[src/rtl/alu_seq_pkg.sv]
// Shared types and constants for the ALU operation sequencer.
package alu_seq_pkg;

    localparam int unsigned INSTR_W   = 16;
    localparam int unsigned SEL_W     = 7;
    localparam int unsigned SHAMT_W   = 4;
    localparam int unsigned SHAMT_LSB = 0;

    // Bit positions within the one-hot ALU class select
    localparam int unsigned SEL_GEN = 0;
    localparam int unsigned SEL_SHL = 5;
    localparam int unsigned SEL_SHR = 6;

    typedef enum logic [1:0] {
        IDLE = 2'd0,
        EXEC = 2'd1,
        RESP = 2'd2
    } seq_state_e;

    // Iterative shift classes run one execute step per shift position
    function automatic logic is_shift(input logic [SEL_W-1:0] sel);
        return sel[SEL_SHL] | sel[SEL_SHR];
    endfunction

    // True when more than one class bit is set
    function automatic logic is_multi_hot(input logic [SEL_W-1:0] sel);
        return (sel & (sel - SEL_W'(1))) != '0;
    endfunction

endpackage

[src/rtl/alu_op_sequencer_if.sv]
// Decoder -> sequencer -> execute/writeback signal bundle.
// master: the sequencer side; slave: the surrounding pipeline.
interface alu_op_sequencer_if;
    import alu_seq_pkg::*;

    logic               in_valid;
    logic               in_ready;
    logic [INSTR_W-1:0] in_instr;
    logic [SEL_W-1:0]   in_sel;
    logic               step_en;
    logic               first_step;
    logic [SEL_W-1:0]   step_sel;
    logic               stall;
    logic               done_valid;
    logic               done_ready;
    logic [SEL_W-1:0]   done_sel;
    logic               done_err;

    modport master (
        input  in_valid, in_instr, in_sel, done_ready,
        output in_ready, step_en, first_step, step_sel, stall,
               done_valid, done_sel, done_err
    );

    modport slave (
        output in_valid, in_instr, in_sel, done_ready,
        input  in_ready, step_en, first_step, step_sel, stall,
               done_valid, done_sel, done_err
    );

endinterface

[src/rtl/alu_seq_step_cnt.sv]
// Execute-step counter: loads a step count, decrements once per step and
// flags the last step. Never decrements below 1, so it cannot wrap.
module alu_seq_step_cnt #(
    parameter int unsigned W = 4
) (
    input  logic         clk,
    input  logic         rst,
    input  logic         load,
    input  logic [W-1:0] load_val,
    input  logic         dec,
    output logic [W-1:0] cnt,
    output logic         last
);

    logic [W-1:0] cnt_q;

    // Load on accept, count down while stepping
    always_ff @(posedge clk) begin
        if (rst) begin
            cnt_q <= '0;
        end else if (load) begin
            cnt_q <= load_val;
        end else if (dec && (cnt_q > W'(1))) begin
            cnt_q <= cnt_q - W'(1);
        end
    end

    assign cnt  = cnt_q;
    // A count of 0 (shift by zero) is a single pass-through step
    assign last = (cnt_q <= W'(1));

endmodule

[src/rtl/alu_op_sequencer.sv]
// Issues one decoded ALU operation at a time to the execute datapath and
// reports completion to writeback over a valid/ready handshake.
// Optional: define ALU_SEQ_ONEHOT_CHK_EN to reject multi-hot class selects
// (completes immediately with done_err=1 and done_sel=0).
module alu_op_sequencer
    import alu_seq_pkg::*;
(
    input logic                clk,
    input logic                rst,
    alu_op_sequencer_if.master bus
);

    seq_state_e         state_q;
    logic [SEL_W-1:0]   sel_q;
    logic               first_q;
    logic               accept;
    logic               exec;
    logic               resp;
    logic [SHAMT_W-1:0] shamt;
    logic [SHAMT_W-1:0] load_val;
    logic [SHAMT_W-1:0] cnt;
    logic               cnt_last;
`ifdef ALU_SEQ_ONEHOT_CHK_EN
    logic               err_q;
`endif

    // Only the shift-amount field of the instruction matters here
    logic unused_instr;
    assign unused_instr = ^bus.in_instr[INSTR_W-1:SHAMT_LSB+SHAMT_W];

    assign shamt    = bus.in_instr[SHAMT_LSB +: SHAMT_W];
    assign load_val = is_shift(bus.in_sel) ? shamt : SHAMT_W'(1);
    assign accept   = bus.in_valid & bus.in_ready;
    assign exec     = (state_q == EXEC) & ~rst;
    assign resp     = (state_q == RESP) & ~rst;

    alu_seq_step_cnt #(
        .W (SHAMT_W)
    ) u_step_cnt (
        .clk      (clk),
        .rst      (rst),
        .load     (accept),
        .load_val (load_val),
        .dec      (exec & ~cnt_last),
        .cnt      (cnt),
        .last     (cnt_last)
    );

    // Sequencer FSM: accept in IDLE, step in EXEC, hold completion in RESP
    always_ff @(posedge clk) begin
        if (rst) begin
            state_q <= IDLE;
            sel_q   <= '0;
            first_q <= 1'b0;
`ifdef ALU_SEQ_ONEHOT_CHK_EN
            err_q   <= 1'b0;
`endif
        end else begin
            case (state_q)
                IDLE: begin
                    if (bus.in_valid) begin
                        sel_q   <= bus.in_sel;
                        first_q <= 1'b1;
`ifdef ALU_SEQ_ONEHOT_CHK_EN
                        if (is_multi_hot(bus.in_sel)) begin
                            sel_q   <= '0;
                            err_q   <= 1'b1;
                            state_q <= RESP;
                        end else
`endif
                        if (bus.in_sel == '0) begin
                            state_q <= RESP;
                        end else begin
                            state_q <= EXEC;
                        end
                    end
                end
                EXEC: begin
                    first_q <= 1'b0;
                    if (cnt_last) begin
                        state_q <= RESP;
                    end
                end
                RESP: begin
                    first_q <= 1'b0;
                    if (bus.done_ready) begin
                        state_q <= IDLE;
`ifdef ALU_SEQ_ONEHOT_CHK_EN
                        err_q   <= 1'b0;
`endif
                    end
                end
                default: begin
                    state_q <= IDLE;
                end
            endcase
        end
    end

    assign bus.in_ready   = (state_q == IDLE) & ~rst;
    assign bus.stall      = (state_q != IDLE) & ~rst;
    assign bus.step_en    = exec;
    assign bus.first_step = exec & first_q;
    // Shift by zero: one step with no class selected, operands pass through
    assign bus.step_sel   = (exec && (cnt != '0)) ? sel_q : '0;
    assign bus.done_valid = resp;
    assign bus.done_sel   = resp ? sel_q : '0;
`ifdef ALU_SEQ_ONEHOT_CHK_EN
    assign bus.done_err   = resp & err_q;
`else
    assign bus.done_err   = 1'b0;
`endif

endmodule

[src/flat_wrapper.sv]
// flat-port wrapper written by rule: the top's interface ports become plain ports
module alu_op_sequencer_flat import alu_seq_pkg::*;
  (clk, rst, bus_in_valid, bus_in_instr, bus_in_sel, bus_done_ready, bus_in_ready, bus_step_en, bus_first_step, bus_step_sel, bus_stall, bus_done_valid, bus_done_sel, bus_done_err);
  alu_op_sequencer_if bus_i ();
  input logic clk;
  input logic rst;
  input wire logic [$bits(bus_i.in_valid)-1:0] bus_in_valid;
  input wire logic [$bits(bus_i.in_instr)-1:0] bus_in_instr;
  input wire logic [$bits(bus_i.in_sel)-1:0] bus_in_sel;
  input wire logic [$bits(bus_i.done_ready)-1:0] bus_done_ready;
  output wire logic [$bits(bus_i.in_ready)-1:0] bus_in_ready;
  output wire logic [$bits(bus_i.step_en)-1:0] bus_step_en;
  output wire logic [$bits(bus_i.first_step)-1:0] bus_first_step;
  output wire logic [$bits(bus_i.step_sel)-1:0] bus_step_sel;
  output wire logic [$bits(bus_i.stall)-1:0] bus_stall;
  output wire logic [$bits(bus_i.done_valid)-1:0] bus_done_valid;
  output wire logic [$bits(bus_i.done_sel)-1:0] bus_done_sel;
  output wire logic [$bits(bus_i.done_err)-1:0] bus_done_err;
  assign bus_i.in_valid = bus_in_valid;
  assign bus_i.in_instr = bus_in_instr;
  assign bus_i.in_sel = bus_in_sel;
  assign bus_i.done_ready = bus_done_ready;
  assign bus_in_ready = bus_i.in_ready;
  assign bus_step_en = bus_i.step_en;
  assign bus_first_step = bus_i.first_step;
  assign bus_step_sel = bus_i.step_sel;
  assign bus_stall = bus_i.stall;
  assign bus_done_valid = bus_i.done_valid;
  assign bus_done_sel = bus_i.done_sel;
  assign bus_done_err = bus_i.done_err;
  alu_op_sequencer u_core (.clk(clk), .rst(rst), .bus(bus_i));
endmodule
[config.mk]
export PLATFORM = sky130hd
export DESIGN_NAME = alu_op_sequencer_flat
export DESIGN_NICKNAME = d
export VERILOG_FILES = /design/src/rtl/alu_seq_pkg.sv /design/src/rtl/alu_op_sequencer_if.sv /design/src/rtl/alu_seq_step_cnt.sv /design/src/rtl/alu_op_sequencer.sv /design/src/flat_wrapper.sv
export SDC_FILE = /design/constraint.sdc
export NUM_CORES = 1
export LEC_CHECK = 0
export CORE_MARGIN = 10
export CORE_UTILIZATION = 41
export DETAILED_ROUTE_END_ITERATION = 16
export PLACE_DENSITY = 0.83
export SLEW_MARGIN = 5
export SYNTH_ARGS = -nofsm -noshare
export SYNTH_HDL_FRONTEND = slang
export SYNTH_SLANG_ARGS = --single-unit
[constraint.sdc]
create_clock -name clk -period 4 [get_ports clk]
set_input_delay 0.4 -clock clk [delete_from_list [all_inputs] [get_ports clk]]
set_output_delay 0.4 -clock clk [all_outputs]
set_load 0.02 [all_outputs]
* Word level (Yosys, flattened, before mapping) *
Cells that the tools add are included.

word-level totals
  flip-flop bits (word level) = 14
  input bits = 27
  output and inout port bits = 20
  logic and storage cells = 46

cells by class
  add/sub/neg operators = 1
  order comparisons = 2
  equality and inequality tests = 5
  muxes and demuxes = 12
  bitwise logic cells = 10
  reduce and logical (&&, ||, !) cells = 12

operator list
  kind                                                           number
  2-to-1 mux 7 bit                                               2
  2-to-1 mux 4 bit                                               3
  2-to-1 mux 2 bit                                               4
  AND 1 bit                                                      7
  zero test 7 bit                                                1
  case mux 2 bit (3 select lines)                                1
  nonzero test 2 bit                                             3
  greater-than comparator 4 x 1 -> 1 bit, second input constant  1
  <= comparator 4 x 1 -> 1 bit, second input constant            1
  inequality test 2 bit, second input constant                   2
  AND reduction 2 bit                                            2
  nonzero test 4 bit                                             1
  subtractor 4 x 1 -> 4 bit, second input constant               1
  AND reduction 3 bit                                            1
  == test 2 x 1 -> 1 bit, second input constant                  1
  == test 2 bit, second input constant                           1
  logical AND 1 bit                                              2
  zero test 2 bit                                                1
  inequality test 2 x 1 -> 1 bit, second input constant          1
  inverter 1 bit                                                 2
  case mux 1 bit (2 select lines)                                1
  OR reduction 2 bit                                             1
  2-to-1 mux 1 bit                                               1
  OR 1 bit                                                       1

* Depth between registers and ports, before layout *
Gate-level depths: netlist of run 1.

  word-level depth = 6
  mapped depth = 7
  mapped depth without buffers = 6

* Modules after synthesis *
A second synthesis of run 1 with hierarchy kept.

unflattened totals
  cell total of the unflattened synthesis = 123
  area total of the unflattened synthesis = 970.9 um^2

by module, submodules not included
  module            times used  cells each  area each (um^2)  seq. area each (um^2)
  alu_op_sequencer  1           90          683.2             200.2
  alu_seq_step_cnt  1           33          287.8             80.1

* Worst setup path after synthesis of run 1 *
No wires, ideal clock.

  kind = reg2out
  start = register u_core.state_q[1]
  end = output port bus_step_sel[0]
  arrival = 1.445 ns
  required time = 3.600 ns
  slack = 2.155 ns
  cell stages (with the launch flop) = 6
  path through = dfxtp_1 -> inv_1 -> ha_1 -> and2b_1 -> a21boi_1 -> and2_1

on the way
  word-level cells in the longest chain between the ends = 4

RTL lines
  what                    line                     text
  start, declared         alu_op_sequencer.sv:13   seq_state_e state_q;
  start signal, assigned  alu_op_sequencer.sv:52   state_q <= IDLE;
  start signal, assigned  alu_op_sequencer.sv:72   state_q <= RESP;
  start signal, assigned  alu_op_sequencer.sv:74   state_q <= EXEC;
  == test 2 x 1 -> 1 bit  alu_op_sequencer.sv:34   assign exec = (state_q == EXEC) & ~rst;
  AND 1 bit               alu_op_sequencer.sv:34
  via bus_step_en         flat_wrapper.sv:12       output wire logic [$bits(bus_i.step_en)-1:0] bus_step_en;
  logical AND 1 bit       alu_op_sequencer.sv:105  assign bus.step_sel = (exec && (cnt != '0)) ? sel_q : '0;
  2-to-1 mux 7 bit        alu_op_sequencer.sv:105
  end, declared           flat_wrapper.sv:14       output wire logic [$bits(bus_i.step_sel)-1:0] bus_step_sel;

The timed path passes the listed nets, and every way through them passes these cells.

* Worst setup path after layout of run 1 *
  start = input port rst
  end = output port bus_step_sel[4]

on the way
  word-level cells in the longest chain between the ends = 4

RTL lines
  what               line                     text
  start, declared    flat_wrapper.sv:6        input logic rst;
  inverter 1 bit     alu_op_sequencer.sv:34
  AND 1 bit          alu_op_sequencer.sv:34
  logical AND 1 bit  alu_op_sequencer.sv:105
  2-to-1 mux 7 bit   alu_op_sequencer.sv:105

No other way between the ends.

==> results of run 1 <==
## metal layers
metal / vias up / track usage / share of wire
met4: 0 / 0.0550 / 0.015
met5: - / 0 / 0
met2: 30 / 0.190 / 0.51
li1: 445 / - / -
met3: 5 / 0.0452 / 0.077
met1: 417 / 0.107 / 0.40
## flip-flops by register name, indices dropped and copies added, names as in the netlist
name,count
u_core.first_q,1
u_core.state_q,2
u_core.u_step_cnt.cnt,4
u_core.sel_q,7
## worst paths after layout
| path | start | to | slack, ps |
|---|---|---|---|
| hold / removal | u_core.sel_q[0]$_SDFFE_PP0P_ | u_core.sel_q[0]$_SDFFE_PP0P_ | 470 |
| setup reg to reg | u_core.state_q[0]$_SDFFE_PP0P_ | u_core.u_step_cnt.cnt[1]$_SDFFE_PP0P_ | 2370 |
| setup / recovery | rst | bus_step_sel[4] | 1020 |
| hold reg to reg | u_core.sel_q[0]$_SDFFE_PP0P_ | u_core.sel_q[0]$_SDFFE_PP0P_ | 470 |
## cell families after synthesis
logic type	Yosys count	synth area share
AO/OA/AOI/OAI	22	0.156
XOR/XNOR	1	0.00985
adder cells (fa/ha/maj)	6	0.0844
buffers and inverters	10	0.0563
flip-flops	14	0.315
multiplexers	1	0.0113
other	1	0.00422
AND/OR/NAND/NOR	58	0.363
## worst min-delay path, stage by stage (launching register included)
cell and delay [ps]:
dfxtp_1 320, nand2_1 50, a21oi_1 50
## area by class of cell
class,instances,area share
Multi-Input combinational cell,89,0.442
Timing Repair Buffer,34,0.267
Sequential cell,14,0.221
Clock buffer,4,0.0287
Tap cell,27,0.0267
Inverter,5,0.0148
## through the flow
stage / total power, mW / util / setup WS [ps] / hold WS [ps]
after floorplan: 0.414 / - / 2160 / 440
after global placement: 0.498 / 0.608 / 1080 / 446
after detailed placement: 0.511 / 0.608 / 1090 / 453
after CTS: 0.620 / 0.626 / 1080 / 466
after global routing: 0.662 / 0.626 / 925 / 491
final: 0.616 / 0.626 / 1020 / 466
## power breakdown
part	internal [mW]	total (mW)	switching [mW]
sequential	0.175	0.201	0.0260
combinational	0.132	0.309	0.178
clock	0.0555	0.106	0.0507
## synthesized netlist by cell type
master / n
nor2b_1: 1
and4b_1: 1
a21o_2: 1
or4_4: 1
dfxtp_1: 14
nor2_1: 10
buf_6: 1
or4_1: 1
nand3_1: 3
o31ai_1: 1
inv_1: 5
clkbuf_1: 2
a21oi_1: 10
conb_1: 1
o21ai_0: 3
nor4_4: 1
buf_4: 1
ha_1: 6
buf_2: 1
mux2i_1: 1
nand2_1: 17
and2b_1: 1
a21boi_1: 1
xor2_1: 1
a21boi_0: 1
and2_1: 16
a211oi_2: 1
o21a_1: 1
a31oi_1: 1
a211oi_1: 1
nand2b_1: 3
o32ai_1: 1
nand3b_1: 2
nor4b_1: 1
## layout by cell type (no fill, tap or decap), types with 2 or more instances in the layout
master | netlist | routed
clkdlybuf4s50_1 | 0 | 33
nand2_1 | 17 | 17
and2_1 | 16 | 16
dfxtp_1 | 14 | 14
nor2_1 | 10 | 10
a21oi_1 | 10 | 10
ha_1 | 6 | 6
inv_1 | 5 | 5
nand2b_1 | 3 | 3
o21ai_0 | 3 | 3
nand3_1 | 3 | 3
clkbuf_4 | 0 | 3
nand3b_1 | 2 | 2
==> metrics.txt, run 1 <==
status finished, final reports clean; layout cell share with drive strength beyond 1 0.0616; biggest area contributors in the synthesized netlist dfxtp_1 (32%), and2_1 (11%), ha_1 (8.4%), nand2_1 (7.2%), a21oi_1 (5.6%); worst-case clock skew 11.7 ps; share of the synthesized area in the top cell type 0.315; Routed Antenna Nets 0; VDD IR-drop max 0.327 mV; slowest CP cell clkdlybuf4s50_1; power density of the placed cells 486 mW/mm2; area used by sequential logic in the layout 280 um2; total setup violations reported at the end of the flow 0; row count 16; count of pins over their slew limit 0; type of element launching the critical path input port; relative area change from synthesis to final layout 42.3%; Num CTS Buffers 3; leakage power of the design 0.493 nW; Critical Path AT 2580 ps; number of placed instances with taps included 169; number of global-route vias before repair 797; Worst Setup End Kind output port; placement-stage cell area 0.00123 mm2; initial cell density of the core 0.440; endpoint required time on the critical path 3600 ps; Least-Margin Pin Slew 533 ps; path type of the worst min-delay path flip-flop to flip-flop; mean number of vias per cell 5.18; cells along the critical path clkdlybuf4s50_1 -> buf_4 -> and2b_1 -> a21boi_1 -> and2_1 -> clkdlybuf4s50_1; y dimension of the die 66.6 um; initial antenna violation count 0; number of max-capacitance violations reported 0; Syn Nets 146; Die X-Extent 66.6 um; Hold Violations, Final 0; Netlist cell types 34; Vias 897; area of the multi-input gates 559 um2; non-filler cells in the finished layout 173; Filler Cells Inserted 184; sequential fraction of the synthesis area 0.315; crit path buf inv count 3; post-route fraction of the period consumed by the critical path 0.744; per-cell routed wire length 14.3 um; post-CTS setup repair buffer count 0; core region area 0.00202 mm2; largest stage delay on the critical path 610 ps; maximum number of pins on one net before global-route repair 21; Root Driver clkbuf_4; maximum achievable frequency 336 MHz; Routability Congestion 0.847; IO buf count 33; GR Util All Layers 0.108; Mapped Area 890 um2; Pre-Repair DR Iteration Count 4; slew margin rel. 0.642; total inserted antenna cells 0; wire length of the first global-routing pass 3680 um; Synthesis Warnings 0; floorplan die area 0.00443 mm2; initial DRC count 31; accumulated negative setup slack 0 ps; DP HPWL 1960 um; CTS Hold Buffers Added 0; Non-Filler Cell Area, Final 0.00127 mm2; setup repair after global routing missed its margin no; CTS-repair resized insts 0; total overflow reported by the global router 0; Final Routed Wirelength 2470 um; maximum fanout encountered on the critical timing path 20; Top Family by Delay on Critical Path buffers and inverters; H-tree Lvls 1; Most common cell on crit path clkdlybuf4s50_1; Synth Instances 113; count of state elements after synthesis 14; DRC violation count after routing 0; R2R cell count 5; Sinks on Clock Net 14; Worst Setup Path Type input port to output port; Crit. path cell count 6; maximum buffer depth of the clock tree 2; post-synth top area cell dfxtp_1; net count of the finished layout 180; IO Pins 47; instance count along the most critical hold path 2; mean cell area of the mapped netlist 7.87 um2; clock input transition at the sequential cells of the worst setup and hold paths 80 ps; clock tree from TritonCTS yes; minimum clock period after layout 2980 ps; insertion delay of the later-clocked pin in the worst-skew pair 300 ps
(Power assumes the default switching activity.)
==> inputs of run 2 (changes only) <==
--- a/config.mk
+++ b/config.mk
@@ -6,9 +6,9 @@
 export NUM_CORES = 1
 export LEC_CHECK = 0
 export CORE_MARGIN = 10
-export CORE_UTILIZATION = 41
+export CORE_UTILIZATION = 35
 export DETAILED_ROUTE_END_ITERATION = 16
-export PLACE_DENSITY = 0.83
+export PLACE_DENSITY = 0.76
 export SLEW_MARGIN = 5
 export SYNTH_ARGS = -nofsm -noshare
 export SYNTH_HDL_FRONTEND = slang
==> constraint.sdc (replaced) <==
create_clock -name clk -period 2.7 [get_ports clk]
set_input_delay 0.27 -clock clk [delete_from_list [all_inputs] [get_ports clk]]
set_output_delay 0.27 -clock clk [all_outputs]
set_load 0.02 [all_outputs]
==> metrics.txt, run 2 (synthesized netlist as in run 1, its figures left out) <==
path type of the worst min-delay path flip-flop to flip-flop; wire length of the first global-routing pass 4170 um (+14%); maximum fanout encountered on the critical timing path 7 (-65%); H-tree Lvls 1 (unchanged); Vias 875 (-2.5%); IO buf count 33 (unchanged); Critical Path AT 2280 ps (-300 ps); status finished, final reports clean; clock input transition at the sequential cells of the worst setup and hold paths 90 ps (about the same); VDD IR-drop max 0.697 mV (+110%); setup repair after global routing missed its margin no; Routability Congestion 0.870 (+2.7%); Worst Setup Path Type flip-flop to output port; clock tree from TritonCTS yes; Final Routed Wirelength 2410 um (-2.4%); met2 wire length 1290 um (+2.7%); initial antenna violation count 0 (unchanged); CTS-repair resized insts 1 (+1); Num CTS Buffers 3 (unchanged); number of global-route vias before repair 886 (+11%); number of placed instances with taps included 172 (+1.8%); Hold Violations, Final 0 (unchanged); maximum buffer depth of the clock tree 2 (unchanged); Top reg by flops u_core.sel_q; Sinks on Clock Net 14 (unchanged); accumulated negative setup slack 0 ps (unchanged); met3 WL 143 um (-25%); row count 18 (+2); total inserted antenna cells 0 (unchanged); total setup violations reported at the end of the flow 0 (unchanged); largest stage delay on the critical path 610 ps (about the same); IO Pins 47 (unchanged); placement-stage cell area 0.00123 mm2 (+0.30%); net count of the finished layout 180 (unchanged); maximum achievable frequency 393 MHz; slowest CP cell clkdlybuf4s50_1; total chip power 0.914 mW (+48%); Pre-Repair DR Iteration Count 4 (unchanged); y dimension of the die 70.4 um (+5.8%); Worst Setup End Kind output port; most common cell after layout, fill and taps aside clkdlybuf4s50_1; count of pins over their slew limit 0 (unchanged); GR Util All Layers 0.0997 (-0.00874); minimum clock period after layout 2550 ps; Die X-Extent 70.4 um (+5.8%); relative area change from synthesis to final layout 44.0%; Non-Filler Cell Area, Final 0.00128 mm2 (+1.2%); insertion delay of the later-clocked pin in the worst-skew pair 280 ps (-20 ps); DRC violation count after routing 0 (unchanged); cells along the critical path inv_1 -> ha_1 -> and2b_1 -> a21boi_4 -> and2_1 -> clkdlybuf4s50_1; initial cell density of the core 0.362 (-0.0776); CTS Hold Buffers Added 0 (unchanged); Root Driver clkbuf_4; total overflow reported by the global router 0 (unchanged); initial DRC count 21 (-32%); type of element launching the critical path flip-flop; DP HPWL 1960 um (about the same); leading cell types in the layout, fill and taps excluded clkdlybuf4s50_1 (33), nand2_1 (17), and2_1 (16); layout cell share with drive strength beyond 1 0.0685 (+0.00685); reg-to-reg setup timing slack 1050 ps (-1320 ps); per-cell routed wire length 13.7 um (-4.0%); post-CTS setup repair buffer count 0 (unchanged); number of max-capacitance violations reported 0 (unchanged); power density of the placed cells 713 mW/mm2 (+47%); number of flip-flops in the largest register 7 (unchanged); floorplan die area 0.00496 mm2 (+12%); top routing layer in use met4; mean number of vias per cell 4.97 (-4.1%); worst-case clock skew 4.73 ps (-6.94 ps); leakage power of the design 0.494 nW (+0.27%); core region area 0.00245 mm2 (+21%); non-filler cells in the finished layout 176 (+1.7%); post-route fraction of the period consumed by the critical path 0.943; Routed Antenna Nets 0 (unchanged); maximum number of pins on one net before global-route repair 20 (-4.8%); routed length on met1 965 um (-1.9%); endpoint required time on the critical path 2430 ps (-1170 ps)
==> run 2: final timing paths <==
check,from,to,cells after the start
min,u_core.sel_q[6]$_SDFFE_PP0P_,u_core.sel_q[6]$_SDFFE_PP0P_,2
max,u_core.state_q[1]$_SDFFE_PP0P_,bus_step_sel[3],6
min reg2reg,u_core.sel_q[6]$_SDFFE_PP0P_,u_core.sel_q[6]$_SDFFE_PP0P_,2
max reg2reg,u_core.state_q[1]$_SDFFE_PP0P_,u_core.u_step_cnt.cnt[1]$_SDFFE_PP0P_,6
==> run 2: routing by layer <==
layer,vias to the layer above,track usage
met3,2,0.0424
li1,445,-
met4,0,0.0154
met5,-,0
met2,17,0.188
met1,411,0.0997
==> run 2: worst max-delay path, delay by kind of cell, from the launching register on <==
kind / cells / cell delay [ps]
fa+ha+maj: 1 / 280
compound gates: 1 / 280
simple gates: 2 / 390
buf+inv: 2 / 720
flops: 1 / 320
==> run 2: power by group <==
| part | switching [mW] | total [mW] | leakage, nW | internal (mW) |
|---|---|---|---|---|
| Combinational | 0.266 | 0.466 | 0.358 | 0.199 |
| Sequential | 0.0369 | 0.296 | 0.115 | 0.259 |
| Clock | 0.0702 | 0.152 | 0.0210 | 0.0821 |
| Total | 0.373 | 0.914 | 0.494 | 0.540 |
==> run 2: through the flow <==
stage	utilization	worst slack, ps	hold WS [ps]
floorplan	-	985	406
global placement	0.503	248	450
detailed placement	0.503	226	454
CTS	0.519	101	466
global route	0.522	12.0	487
finish	0.522	154	465
==> run 2: final cells by class <==
class	instances	area [um2]
fill	246	1170
multi-input combinational	89	571
timing repair buffer	34	338
sequential	14	280
tap	30	37.5
clock buffer	4	36.3
inverter	5	18.8
==> inputs of run 3 (changes only) <==
--- a/config.mk
+++ b/config.mk
@@ -8,7 +8,7 @@
 export CORE_MARGIN = 10
 export CORE_UTILIZATION = 35
 export DETAILED_ROUTE_END_ITERATION = 16
-export PLACE_DENSITY = 0.76
+export PLACE_DENSITY_LB_ADDON = 0.1
 export SLEW_MARGIN = 5
 export SYNTH_ARGS = -nofsm -noshare
 export SYNTH_HDL_FRONTEND = slang
==> metrics.txt, run 3 (synthesized netlist as in run 1, its figures left out) <==
crit path buf inv count 3 (+1); insertion delay of the later-clocked pin in the worst-skew pair 280 ps (about the same); met3 WL 172 um (+20%); mean number of vias per cell 4.77 (-4.1%); Top Family by Delay on Critical Path buffers and inverters; IO buf count 33 (unchanged); fin worst setup slack 183 ps (+29.4 ps); number of placed instances with taps included 173 (+0.58%); Crit. path cell count 7 (+1); relative area change from synthesis to final layout 43.9% (about the same); post-route fraction of the period consumed by the critical path 0.932 (-0.0109); number of flip-flops in the largest register 7 (unchanged); Sinks on Clock Net 14 (unchanged); slowest CP cell clkdlybuf4s50_1; non-filler cells in the finished layout 177 (+0.57%); leakage power of the design 0.497 nW (+0.56%); post-CTS setup repair buffer count 0 (unchanged); floorplan die area 0.00496 mm2 (unchanged); Final Routed Wirelength 2320 um (-3.5%); post-placement worst setup slack 336 ps (+110 ps); Hold Violations, Final 0 (unchanged); row count 18 (unchanged); Worst Setup End Kind output port; Top reg by flops u_core.sel_q; Routability Congestion 0.742 (-15%); maximum buffer depth of the clock tree 2 (unchanged); Root Driver clkbuf_4; IO Pins 47 (unchanged); clock share of power 0.172 (+0.005); share of power burned in registers 0.325 (about the same); routed length on met1 987 um (+2.3%); path type of the worst min-delay path flip-flop to flip-flop; instance count along the most critical hold path 2 (unchanged); total overflow reported by the global router 0 (unchanged); Num CTS Buffers 3 (unchanged); Die X-Extent 70.4 um (unchanged); minimum clock period after layout 2520 ps (-29.4 ps); Routed Antenna Nets 0 (unchanged); Non-Filler Cell Area, Final 0.00128 mm2 (about the same); accumulated negative setup slack 0 ps (unchanged); Worst Setup Path Type flip-flop to output port; combinational cell fraction of total power 0.503 (-0.007); type of element launching the critical path flip-flop; most common cell after layout, fill and taps aside clkdlybuf4s50_1; Pre-Repair DR Iteration Count 4 (unchanged); maximum number of pins on one net before global-route repair 20 (unchanged); met2 wire length 1150 um (-11%); power density of the placed cells 707 mW/mm2 (-0.80%); Critical Path AT 2250 ps (-30 ps); Vias 844 (-3.5%); worst-case clock skew 6.39 ps (+1.66 ps); net count of the finished layout 181 (+0.56%); maximum achievable frequency 397 MHz (+1.2%); maximum fanout encountered on the critical timing path 7 (unchanged); VDD IR-drop max 0.626 mV (-10%); GR Util All Layers 0.0931 (-0.00657); wire length of the first global-routing pass 3910 um (-6.3%); status finished, final reports clean; DP HPWL 1820 um (-7.1%); total inserted antenna cells 0 (unchanged); leading cell types in the layout, fill and taps excluded clkdlybuf4s50_1 (33), nand2_1 (17), and2_1 (16); H-tree Lvls 1 (unchanged); number of global-route vias before repair 890 (+0.45%); number of max-capacitance violations reported 0 (unchanged); initial cell density of the core 0.362 (unchanged); layout cell share with drive strength beyond 1 0.0748 (+0.00634); core region area 0.00245 mm2 (unchanged); clock tree from TritonCTS yes; cells along the critical path inv_1 -> ha_2 -> and2b_1 -> a21boi_1 -> buf_4 -> and2_1 -> clkdlybuf4s50_1; initial DRC count 52 (+150%); DRC violation count after routing 0 (unchanged); net load switching power 0.366 mW (-1.9%); top routing layer in use met4; initial antenna violation count 0 (unchanged); total setup violations reported at the end of the flow 0 (unchanged); Sw Ratio 0.404 (-0.00413); per-cell routed wire length 13.1 um (-4.1%); largest stage delay on the critical path 600 ps (about the same); setup repair after global routing missed its margin no; cell-internal power 0.539 mW (-0.21%); endpoint required time on the critical path 2430 ps (about the same); placement-stage cell area 0.00124 mm2 (+0.61%); y dimension of the die 70.4 um (unchanged); count of pins over their slew limit 0 (unchanged); clock input transition at the sequential cells of the worst setup and hold paths 100 ps (about the same); R2R cell count 5 (-1)
-- run 3: repair_timing --
item | 4_1_cts | 5_1_grt
endpoints found under the setup margin | 0 | 3
gates resized for setup | 0 | 1
hold buffers | 0 | 0
endpoints found under the hold margin | 0 | 0
-- run 3: per-stage QoR --
| stage | utilization | power, mW | hold slack [ps] |
|---|---|---|---|
| final | 0.521 | 0.905 | 467 |
| after global routing | 0.521 | 0.992 | 508 |
| after CTS | 0.520 | 0.922 | 466 |
| after detailed placement | 0.506 | 0.758 | 452 |
| after global placement | 0.506 | 0.750 | 449 |
| after floorplan | - | 0.614 | 406 |
-- run 3: power by group through the flow --
stage	registers, mW	clock network, mW	logic [mW]
6_report	0.294	0.156	0.455
5_1_grt	0.303	0.169	0.521
4_1_cts	0.294	0.165	0.463
3_5_place_dp	0.298	0	0.460
3_3_place_gp	0.298	0	0.452
2_1_floorplan	0.291	0	0.323
-- run 3: area by class of cell --
class,instances,area [um2]
fillers,240,1170
multi-input cells,89,562
repair buffers,35,345
flip-flops and latches,14,280
well taps,30,37.5
clock buffers,4,36.3
inverters,5,18.8
-- run 3: routing by layer --
metal	vias up	GRT usage
li1	441	-
met3	2	0.0367
met5	-	0
met1	382	0.0948
met2	19	0.162
met4	0	0.0439
-- run 3: final timing paths --
| kind | slack [ps] | endpoint | startpoint |
|---|---|---|---|
| worst max-delay path | 180 | bus_step_sel[4] | u_core.state_q[1]$_SDFFE_PP0P_ |
| worst min-delay path | 470 | u_core.sel_q[6]$_SDFFE_PP0P_ | u_core.sel_q[6]$_SDFFE_PP0P_ |
| worst max register to register | 1070 | u_core.u_step_cnt.cnt[1]$_SDFFE_PP0P_ | u_core.state_q[0]$_SDFFE_PP0P_ |
| worst min register to register | 470 | u_core.sel_q[6]$_SDFFE_PP0P_ | u_core.sel_q[6]$_SDFFE_PP0P_ |
-- run 3: tightest hold or removal path: cells and delay by family (launching register included) --
kind            cells  cell delay (ps)
flops               1              320
simple gates        1               50
compound gates      1               50
